==> src/rtl/seq_match_monitor.sv <==
// seq_match_monitor: counts sequence-detector matches and raises
// a sticky alarm when enough matches land inside a timed window.
module seq_match_monitor #(
  parameter int CNT_W = 8,
  parameter int WIN_W = 8
) (
  input  logic             clk,
  input  logic             rst,
  input  logic             en,
  input  logic             det,
  input  logic [CNT_W-1:0] thresh,
  input  logic [WIN_W-1:0] win_len,
  input  logic             irq_clr,
  output logic [CNT_W-1:0] hit_cnt,
  output logic [CNT_W-1:0] total_cnt,
  output logic             win_active,
  output logic             alarm
);

  typedef enum logic [1:0] {
    IDLE   = 2'd0,
    WINDOW = 2'd1,
    ALARM  = 2'd2,
    RSVD   = 2'd3
  } state_t;

  localparam logic [CNT_W-1:0] CNT_MAX = '1;
  localparam logic [CNT_W-1:0] CNT_ONE = CNT_W'(1);
  localparam logic [WIN_W-1:0] WIN_ONE = WIN_W'(1);

  state_t           state;
  state_t           state_nxt;
  logic             det_q;
  logic             pulse;
  logic [WIN_W-1:0] timer;
  logic [WIN_W-1:0] timer_nxt;
  logic [CNT_W-1:0] hit_nxt;
  logic [CNT_W-1:0] hit_inc;
  logic [CNT_W-1:0] eff_thr;
  logic [WIN_W-1:0] eff_win;

  // Rising-edge pulse, effective limits and saturating hit increment.
  always_comb begin
    pulse   = en & det & ~det_q;
    eff_thr = (thresh == '0) ? CNT_ONE : thresh;
    eff_win = (win_len == '0) ? WIN_ONE : win_len;
    hit_inc = hit_cnt;
    if (pulse && hit_cnt != CNT_MAX)
      hit_inc = hit_cnt + CNT_ONE;
  end

  // Timer holds the edges left in the window after the opening one;
  // it reads 1 on the closing edge and 0 only for a one-edge window.
  always_comb begin
    state_nxt = state;
    hit_nxt   = hit_cnt;
    timer_nxt = timer;
    case (state)
      IDLE: begin
        hit_nxt   = '0;
        timer_nxt = '0;
        if (pulse && !irq_clr) begin
          hit_nxt = CNT_ONE;
          if (eff_thr == CNT_ONE) begin
            state_nxt = ALARM;
          end else begin
            state_nxt = WINDOW;
            timer_nxt = eff_win - WIN_ONE;
          end
        end
      end
      WINDOW: begin
        if (irq_clr || !en || timer == '0) begin
          state_nxt = IDLE;
          hit_nxt   = '0;
          timer_nxt = '0;
        end else if (hit_inc >= eff_thr) begin
          state_nxt = ALARM;
          hit_nxt   = hit_inc;
          timer_nxt = '0;
        end else if (timer == WIN_ONE) begin
          state_nxt = IDLE;
          hit_nxt   = '0;
          timer_nxt = '0;
        end else begin
          hit_nxt   = hit_inc;
          timer_nxt = timer - WIN_ONE;
        end
      end
      ALARM: begin
        timer_nxt = '0;
        if (irq_clr) begin
          state_nxt = IDLE;
          hit_nxt   = '0;
        end
      end
      default: begin
        state_nxt = IDLE;
        hit_nxt   = '0;
        timer_nxt = '0;
      end
    endcase
  end

  // State, window and counter registers.
  always_ff @(posedge clk or negedge rst) begin
    if (!rst) begin
      state     <= IDLE;
      det_q     <= 1'b0;
      timer     <= '0;
      hit_cnt   <= '0;
      total_cnt <= '0;
    end else begin
      state   <= state_nxt;
      det_q   <= det;
      timer   <= timer_nxt;
      hit_cnt <= hit_nxt;
      if (pulse && total_cnt != CNT_MAX)
        total_cnt <= total_cnt + CNT_ONE;
    end
  end

  assign win_active = (state == WINDOW);
  assign alarm      = (state == ALARM);

endmodule
==> config.mk <==
export PLATFORM = sky130hd
export DESIGN_NAME = seq_match_monitor
export DESIGN_NICKNAME = d
export VERILOG_FILES = /design/src/rtl/seq_match_monitor.sv
export SDC_FILE = /design/constraint.sdc
export NUM_CORES = 1
export LEC_CHECK = 0
export CAP_MARGIN = 20
export CORE_MARGIN = 2
export CORE_UTILIZATION = 41
export DETAILED_ROUTE_END_ITERATION = 7
export PLACE_DENSITY = 0.67
export RECOVER_POWER = 25
export SLEW_MARGIN = 10
export SYNTH_ARGS = -nofsm -noshare
export SYNTH_HDL_FRONTEND = slang
export SYNTH_SLANG_ARGS = --single-unit
export TNS_END_PERCENT = 100
==> constraint.sdc <==
create_clock -name clk -period 2.7 [get_ports clk]
set_input_delay 0.27 -clock clk [delete_from_list [all_inputs] [get_ports clk]]
set_output_delay 0.27 -clock clk [all_outputs]
set_load 0.02 [all_outputs]
## Yosys cells after proc, flatten, opt, wreduce, memory -nomap -nowiden

Cells that the tools add are included.

| cells by class | value |
|---|---|
| add/sub/neg operators | 4 |
| $mul | 0 |
| div/mod/pow operators | 0 |
| magnitude comparators | 1 |
| equality and inequality tests | 9 |
| shift-type cells | 0 |
| muxes and demuxes | 22 |
| bitwise operators | 3 |
| reduce and logical (&&, ||, !) cells | 12 |

Operator list:

| cell | number |
|---|---|
| $mux W8 | 12 |
| $logic_not A8 Y1 | 3 |
| $pmux W8 S3 | 1 |
| $add A8 B1 Y8 const B | 2 |
| $eq A8 B1 Y1 const B | 2 |
| $ne A8 B8 Y1 const B | 2 |
| $pmux W8 S2 | 1 |
| $sub A8 B1 Y8 const B | 2 |
| $mux W2 | 6 |
| $ge A8 B8 Y1 | 1 |
| $pmux W2 S3 | 1 |
| $ne A2 B2 Y1 const B | 2 |
| $ne A4 B1 Y1 const B | 1 |
| $logic_and A1 B1 Y1 | 3 |
| $reduce_and A3 Y1 | 1 |
| $and A1 B1 Y1 | 2 |
| $eq A2 B1 Y1 const B | 1 |
| $eq A2 B2 Y1 const B | 1 |
| $logic_not A1 Y1 | 2 |
| $logic_not A2 Y1 | 1 |
| $logic_or A1 B1 Y1 | 2 |
| $mux W1 | 1 |
| $not A1 Y1 | 1 |

| storage, ports and cells | value |
|---|---|
| flip-flop bits (word level) | 27 |
| bits in latches | 0 |
| bits in writable memories | 0 |
| memory bits (read-only) | 0 |
| bits of input ports | 21 |
| output and inout port bits | 18 |
| logic and storage cells | 56 |
| memories kept | 0 |

## Logic depth before layout (Yosys ltp)

| depth | value |
|---|---|
| word-level depth | 8 |
| mapped depth | 12 |
| depth with buffers taken out | 12 |

## Worst setup path before layout

No wires, ideal clock.

| path | value |
|---|---|
| path kind | reg-to-reg |
| start point | register hit_cnt[3] |
| end point | register hit_cnt[0] |
| setup time | 0.126 ns |
| data arrival time | 3.027 ns |
| data required time | 2.574 ns |
| slack | -0.453 ns |
| stages on the path, launching flop included | 12 |
| buffers on the path | 1 |
| clock period less this slack | 3.153 ns |
| path through | dfrtp_1 clkbuf_1 nand4_1 o2111ai_1 nor2_1 xor2_1 ha_1 or4_4 a21oi_4 o311ai_4 a31o_1 a221o_1 |

| on the way | value |
|---|---|
| word-level cells in the longest chain between the ends | 7 |
| elaborated cells on any way between the ends | 9 |
| those cells by class | add/sub (1); order compare (1); eq/ne (1); mux (5); reduce/logical (1) |

Ends and longest elaborated chain:

| item | line | source |
|---|---|---|
| start: declaration | 14 | `output logic [CNT_W-1:0] hit_cnt,` |
| start signal: assignment | 117 | `hit_cnt <= hit_nxt;` |
| parallel branches: the longest is 2 deep, another holds $add A8 B1 Y8 | - |  |
| $mux W8 * | 48 | `if (pulse && hit_cnt != CNT_MAX)` |
| $ge A8 B8 Y1 / $mux W8 (equally long branches) | 77, 81 |  |
| $mux W8 * | 77 | `end else if (hit_inc >= eff_thr) begin` |
| $mux W8 * | 73 | `if (irq_clr \|\| !en \|\| timer == '0) begin` |
| $pmux W8 S3 * | 58 | `case (state)` |

Mark *: on every way between the ends.
A chain may end at the register's enable or synchronous reset.

## Worst setup path after layout

| path | value |
|---|---|
| start point | register hit_cnt[1] |
| end point | register hit_cnt[0] |

The elaborated chain is that of the path after synthesis.

==> run_results.csv <==
group,metric,value,unit
synthesis,synth_top_area_frac,0.3634,
global_route,track_usage,0.2039,
synthesis,syn_avg_cell_area,9.390,um2
critical_path,rr_endpoint,"hit_cnt[0]$_DFFE_PN0P_",
global_route,antenna_found_initial,0,
synthesis,yosysTopAreaCell,"dfrtp_1",
critical_path,cp-end-kind,"register",
placement,dp_slack,-0.3431,ns
synthesis,synth_edf_count,0,
floorplan,die-area,5089,um2
pwr,irDropWorstVdd,213.0,uV
floorplan,core,4354,um2
sta,finalHoldViolations,0,
route,routed_via_density,5.407,
critical_path,worst_ep_required_time,2.87,ns
layout,final_area,2880,um2
sta,drv_slew,0,
critical_path,crit_type,"register to register",
sta,max_slew_margin,0.01066,
clock_network,cts_tree,"yes",
floorplan,dieWidth,71.34,um
clock_network,clkSinkCount,27,
critical_path,worstSetupEndpoint,"hit_cnt[0]$_DFFE_PN0P_",
route,via_count,1833,
clock_network,clk_path_buf_depth,2,
floorplan,row_count,24,
sta,fin_crit,2.803,ns
global_route,grt_pass1_wl,8231,um
route,firstDrtPassIters,4,
route,routed_wirelength,5040,um
synthesis,synth_fp_nets,232,
pwr,pwr-share-clk,0.238,
critical_path,r2r_setup_slack,-0.10,ns
pwr,netSwitchingFraction,0.3188,
layout,drive_above_1_share,0.3136,
sta,worst_slew_pin_slew,1.484,ns
synthesis,yosysUniqueCellTypes,46,
synthesis,ys_warn_count,0,
pwr,internal_power,717.1,uW
critical_path,rr_worst_depth,12,
synthesis,synthArstFlopShare,1.000,
status,violations,"negative setup slack",
placement,dp_hpwl,3612,um
synthesis,ys.flop_type,"dfrtp_1",
sta,tns,-0.1576,ns
clock_network,cts_root_buffer,"clkbuf_8",
layout,final_core_util,0.6615,
clock_network,htreeDepth,1,
floorplan,die_h,71.34,um
synthesis,yosys_register_bits,27,
global_route,grt_max_degree,28,
placement,gp_congestion,0.8564,
pwr,p_switching,335.5,uW
clock_network,clk-insertion-delay-late,0.28,ns
synthesis,synth_area_leaders,"dfrtp_1 36%, ha_1 8.7%, xnor2_1 6.1%",
critical_path,cp_max_fo,4,
critical_path,r2r-start,"hit_cnt[1]$_DFFE_PN0P_",
hold_path,min_from,"total_cnt[5]$_DFFE_PN0P_",
critical_path,critPathLaunchType,"register",
global_route,grt-ovfl-total,0,
placement,placed_cell_area,2574,um2
hold_path,min_path_type,"register to register",
route,antenna_left,0,
clock_network,numCtsBuffers,3,
job,maxCapViolations,0,
sta,max_freq,356.8,MHz
layout,antenna_cells,0,
pwr,share_seq_of_total_power,0.466,
layout,syn2layout_area_growth,54.91,%
pwr,powerDensity,365.5,nW/um2
layout,nFillCells,348,
route,drc,0,
synthesis,netlist_instances,198,
synthesis,synth_area,1859,um2
pwr,pwr-share-comb,0.296,
route,wl_per_cell,14.87,um
pwr,leakagePower,0.001309,uW
clock_network,postCtsHoldBufs,0,
floorplan,start_util,0.4270,
sta,setup_viol,3,
sta,rsz0062_at_grt,"true",
status,status,"complete, but fails checks",
critical_path,crit_arrival,2.97,ns
sta,period_share,1.038,
layout,nNetsFinal,322,
clock_network,clkTransAtPathRegs,0.10,ns
critical_path,crit_start,"hit_cnt[1]$_DFFE_PN0P_",
placement,io_buffers,38,
synthesis,seq_area_frac_synth,0.3634,
route,drtIter0Drc,112,
sta,setup_slack,-0.1028,ns
floorplan,num_io_pins,39,
sta,fin_worst_skew,0.007675,ns
global_route,grt_pass1_vias,1827,
power by group through the flow:
stage / logic [uW] / clock network (uW) / registers, uW
final: 311 / 251 / 491
after global routing: 336 / 268 / 498
after CTS: 301 / 256 / 490
after detailed placement: 291 / 0 / 497
after global placement: 283 / 0 / 498
after floorplan: 100 / 0 / 534
final cells by class:
cell class	count	area, um2	share of cell area
clock buffer	3	41.29	0.01434
clock inverter	1	8.758	0.003041
inverter	11	41.29	0.01434
multi-input combinational	157	1285	0.4461
sequential	27	679.4	0.2359
tap	52	65.06	0.02259
timing repair buffer	88	759.5	0.2637
synth_stat cells (all sizes together), types with 4 or more instances:
master	count
nor2b	7
dfrtp	27
xor2	10
a21oi	6
nand2	22
nand3b	4
nor2	13
nand3	4
nand4	4
inv	11
nor3	5
ha	13
a31oi	7
nor4	7
xnor2	13
o22ai	7
state kept, by name (all words and copies together), names as in the netlist:
register	flops
state	2
hit_cnt	8
total_cnt	8
det_q	1
timer	8
cells in the final DEF (no fill, tap or decap), types with 4 or more instances in the layout:
master	n
xor2_1	9
buf_4	47
nor2b_1	6
clkdlybuf4s50_1	37
nand4_1	4
xnor2_1	13
a31oi_1	7
nand2_1	21
nand3b_1	4
o22ai_2	6
dfrtp_1	24
nor2_1	13
inv_1	10
ha_1	10
nor4_1	6
kinds of logic after synthesis:
logic type                 synth area share
AOI/OAI and AO/OA                    0.1534
xor gates and xnor gates             0.1083
adders and majority gates           0.08749
buffers and inverters               0.02826
DFF                                  0.3634
muxes                              0.006056
and+or+nand+nor                      0.2530
routing by layer:
layer	part of all wire	track usage	routed length, um	vias up
li1	-	-	-	898
met5	0	0	0	-
met3	0.033	0.02391	164	11
met1	0.44	0.2565	2216	880
met2	0.50	0.3601	2534	44
met4	0.025	0.07338	125	0
worst min-delay path by stage:
stage               slack (ns)                  endpoint  cells after the start
floorplan                -0.03           det_q$_DFF_PN0_                      0
detailed placement        0.48  total_cnt[5]$_DFFE_PN0P_                      1
global placement          0.48  total_cnt[5]$_DFFE_PN0P_                      1
CTS                       0.35    hit_cnt[7]$_DFFE_PN0P_                      2
finish                    0.50  total_cnt[5]$_DFFE_PN0P_                      1
global route              0.54  total_cnt[7]$_DFFE_PN0P_                      1
stage by stage:
step | instances | hold slack (ns) | power, uW
finish | 339 | 0.5016 | 1053
global route | 339 | 0.5438 | 1102
CTS | 334 | 0.3531 | 1047
detailed placement | 319 | 0.4837 | 788.0
global placement | 319 | 0.4841 | 781.3
floorplan | 198 | -0.02559 | 633.9
worst max-delay path: stages, from the launching register on:
cell and delay (ns):
dfrtp_2 0.40, ha_4 0.16, and4_4 0.26, a41o_4 0.25
inv_2 0.04, nand2_1 0.05, nand2_1 0.05, ha_2 0.17
or4_4 0.49, a21oi_4 0.16, o311ai_4 0.10, a31o_1 0.26
a221o_1 0.30
timing repair:
item	in CTS	in global routing
setup buffers	11	5
hold endpoints to repair	0	0
resized for setup	2	24
pin swaps	1	15
endpoints found under the setup margin	13	18
(Power assumes the default switching activity.)
==> patch, RTL diff (same flow settings) <==
Change the parameter `WIN_W` from 8 to 10.
--- a/src/rtl/seq_match_monitor.sv
+++ b/src/rtl/seq_match_monitor.sv
@@ -4,3 +4,3 @@
   parameter int CNT_W = 8,
-  parameter int WIN_W = 8
+  parameter int WIN_W = 10
 ) (
Ports: changed (resized win_len); port bits go from 39 to 41. No check against the original RTL was run, so the function may have changed too.
==> patch against the unedited design <==
The run ends with capacitance limit, slew limit left. Routed wire length decreased by 6.3%. Critical path depth decreased by 2. Sequential cell count increased by 2. Sequential power increased by 8.4%. Via count decreased by 1.9%. Clock power increased by 43%. Utilization decreased by 6.3 points. Synthesized area increased by 4.3%. Total power increased by 14%. Worst setup slack improved by 0.12 ns. Design area decreased by 3.8%. Critical endpoint is now hit_cnt[7]. Largest cell class unchanged.
==> patch: results <==
set metrics [dict create \
    status "finished with violations" \
    violations "capacitance limit, slew limit" \
    clk_pin_slew_worst_paths_ns 0.07 \
    skew_ns 0.00696 \
    num-nonclk-inverters 12 \
    buffers_excl_clock 62 \
    finalMaxSlewViolations 30 \
    drtIter0Drc 75 \
    drive_above_1_share 0.215 \
    min_path_type "input port to flip-flop" \
    clock-sinks 29 \
    num_vias 1799 \
    num-multi-input-gates 163 \
    num-fill-cells 416 \
    p_comb_frac 0.259 \
    final-clk-cell-share 0.0312 \
    ir_worst_vdd_v 0.000314 \
    critical_path.slowest_cell "dfrtp_1" \
    min_to "det_q" \
    grt_max_degree 30 \
    h-tree-depth 2 \
    r2r.worst_path.cells 10 \
    worst_pin_slew_ns 1.55 \
    r2r_setup_slack_ns 0.02 \
    syn_nets 241 \
    sw_frac_of_total 0.323 \
    top_regs "timer: 10 flops, hit_cnt: 8 flops, total_cnt: 8 flops" \
    maxCapViolations 1 \
    finalWirelength_mm 4.72 \
]
patch: stage by stage:
step | area (µm²) | instances | TNS (ns) | utilization | setup slack (ns)
3_3_place_gp | 2600 | 318 | -6.35 | 0.561 | -0.378
4_1_cts | 2720 | 327 | 0 | 0.588 | 0.00519
2_1_floorplan | 1980 | 205 | 0 | - | 0.000645
5_1_grt | 2770 | 328 | -0.562 | 0.598 | -0.0793
6_report | 2770 | 328 | 0 | 0.598 | 0.0221
3_5_place_dp | 2600 | 318 | -7.24 | 0.561 | -0.440
patch: layer usage:
metal / vias up / track usage / wire [µm]
met2: 50 / 0.336 / 2380
met4: 0 / 0.107 / 146
li1: 894 / - / -
met1: 839 / 0.225 / 2020
met5: - / 0 / 0
met3: 16 / 0.0318 / 175
patch: repair_timing:
action	4_1_cts	5_1_grt
hold endpoints to repair	0	0
setup endpoints to repair	16	19
pin swaps	13	8
gates resized for setup	9	9
setup buffers	1	1
patch: logic make-up (layout without fill, tap and decap cells):
group / count (synthesis) / count (layout) / share of synthesized area
multiplexers: 4 / 4 / 0.0252
adder cells (fa/ha/maj): 13 / 13 / 0.0839
XOR/XNOR: 22 / 22 / 0.0994
AO/OA/AOI/OAI: 44 / 44 / 0.159
buffers and inverters: 13 / 82 / 0.0252
AND/OR/NAND/NOR: 80 / 80 / 0.234
flip-flops: 29 / 29 / 0.374
patch: worst max-delay path by stage:
stage                          start    endpoint  cells past startpoint
final                          det_q  hit_cnt[7]                     10
after global routing           det_q  hit_cnt[1]                     10
after CTS                 hit_cnt[1]  hit_cnt[1]                     12
after detailed placement         det    timer[9]                     11
after global placement           det    timer[7]                     11
after floorplan           hit_cnt[0]  hit_cnt[1]                     11
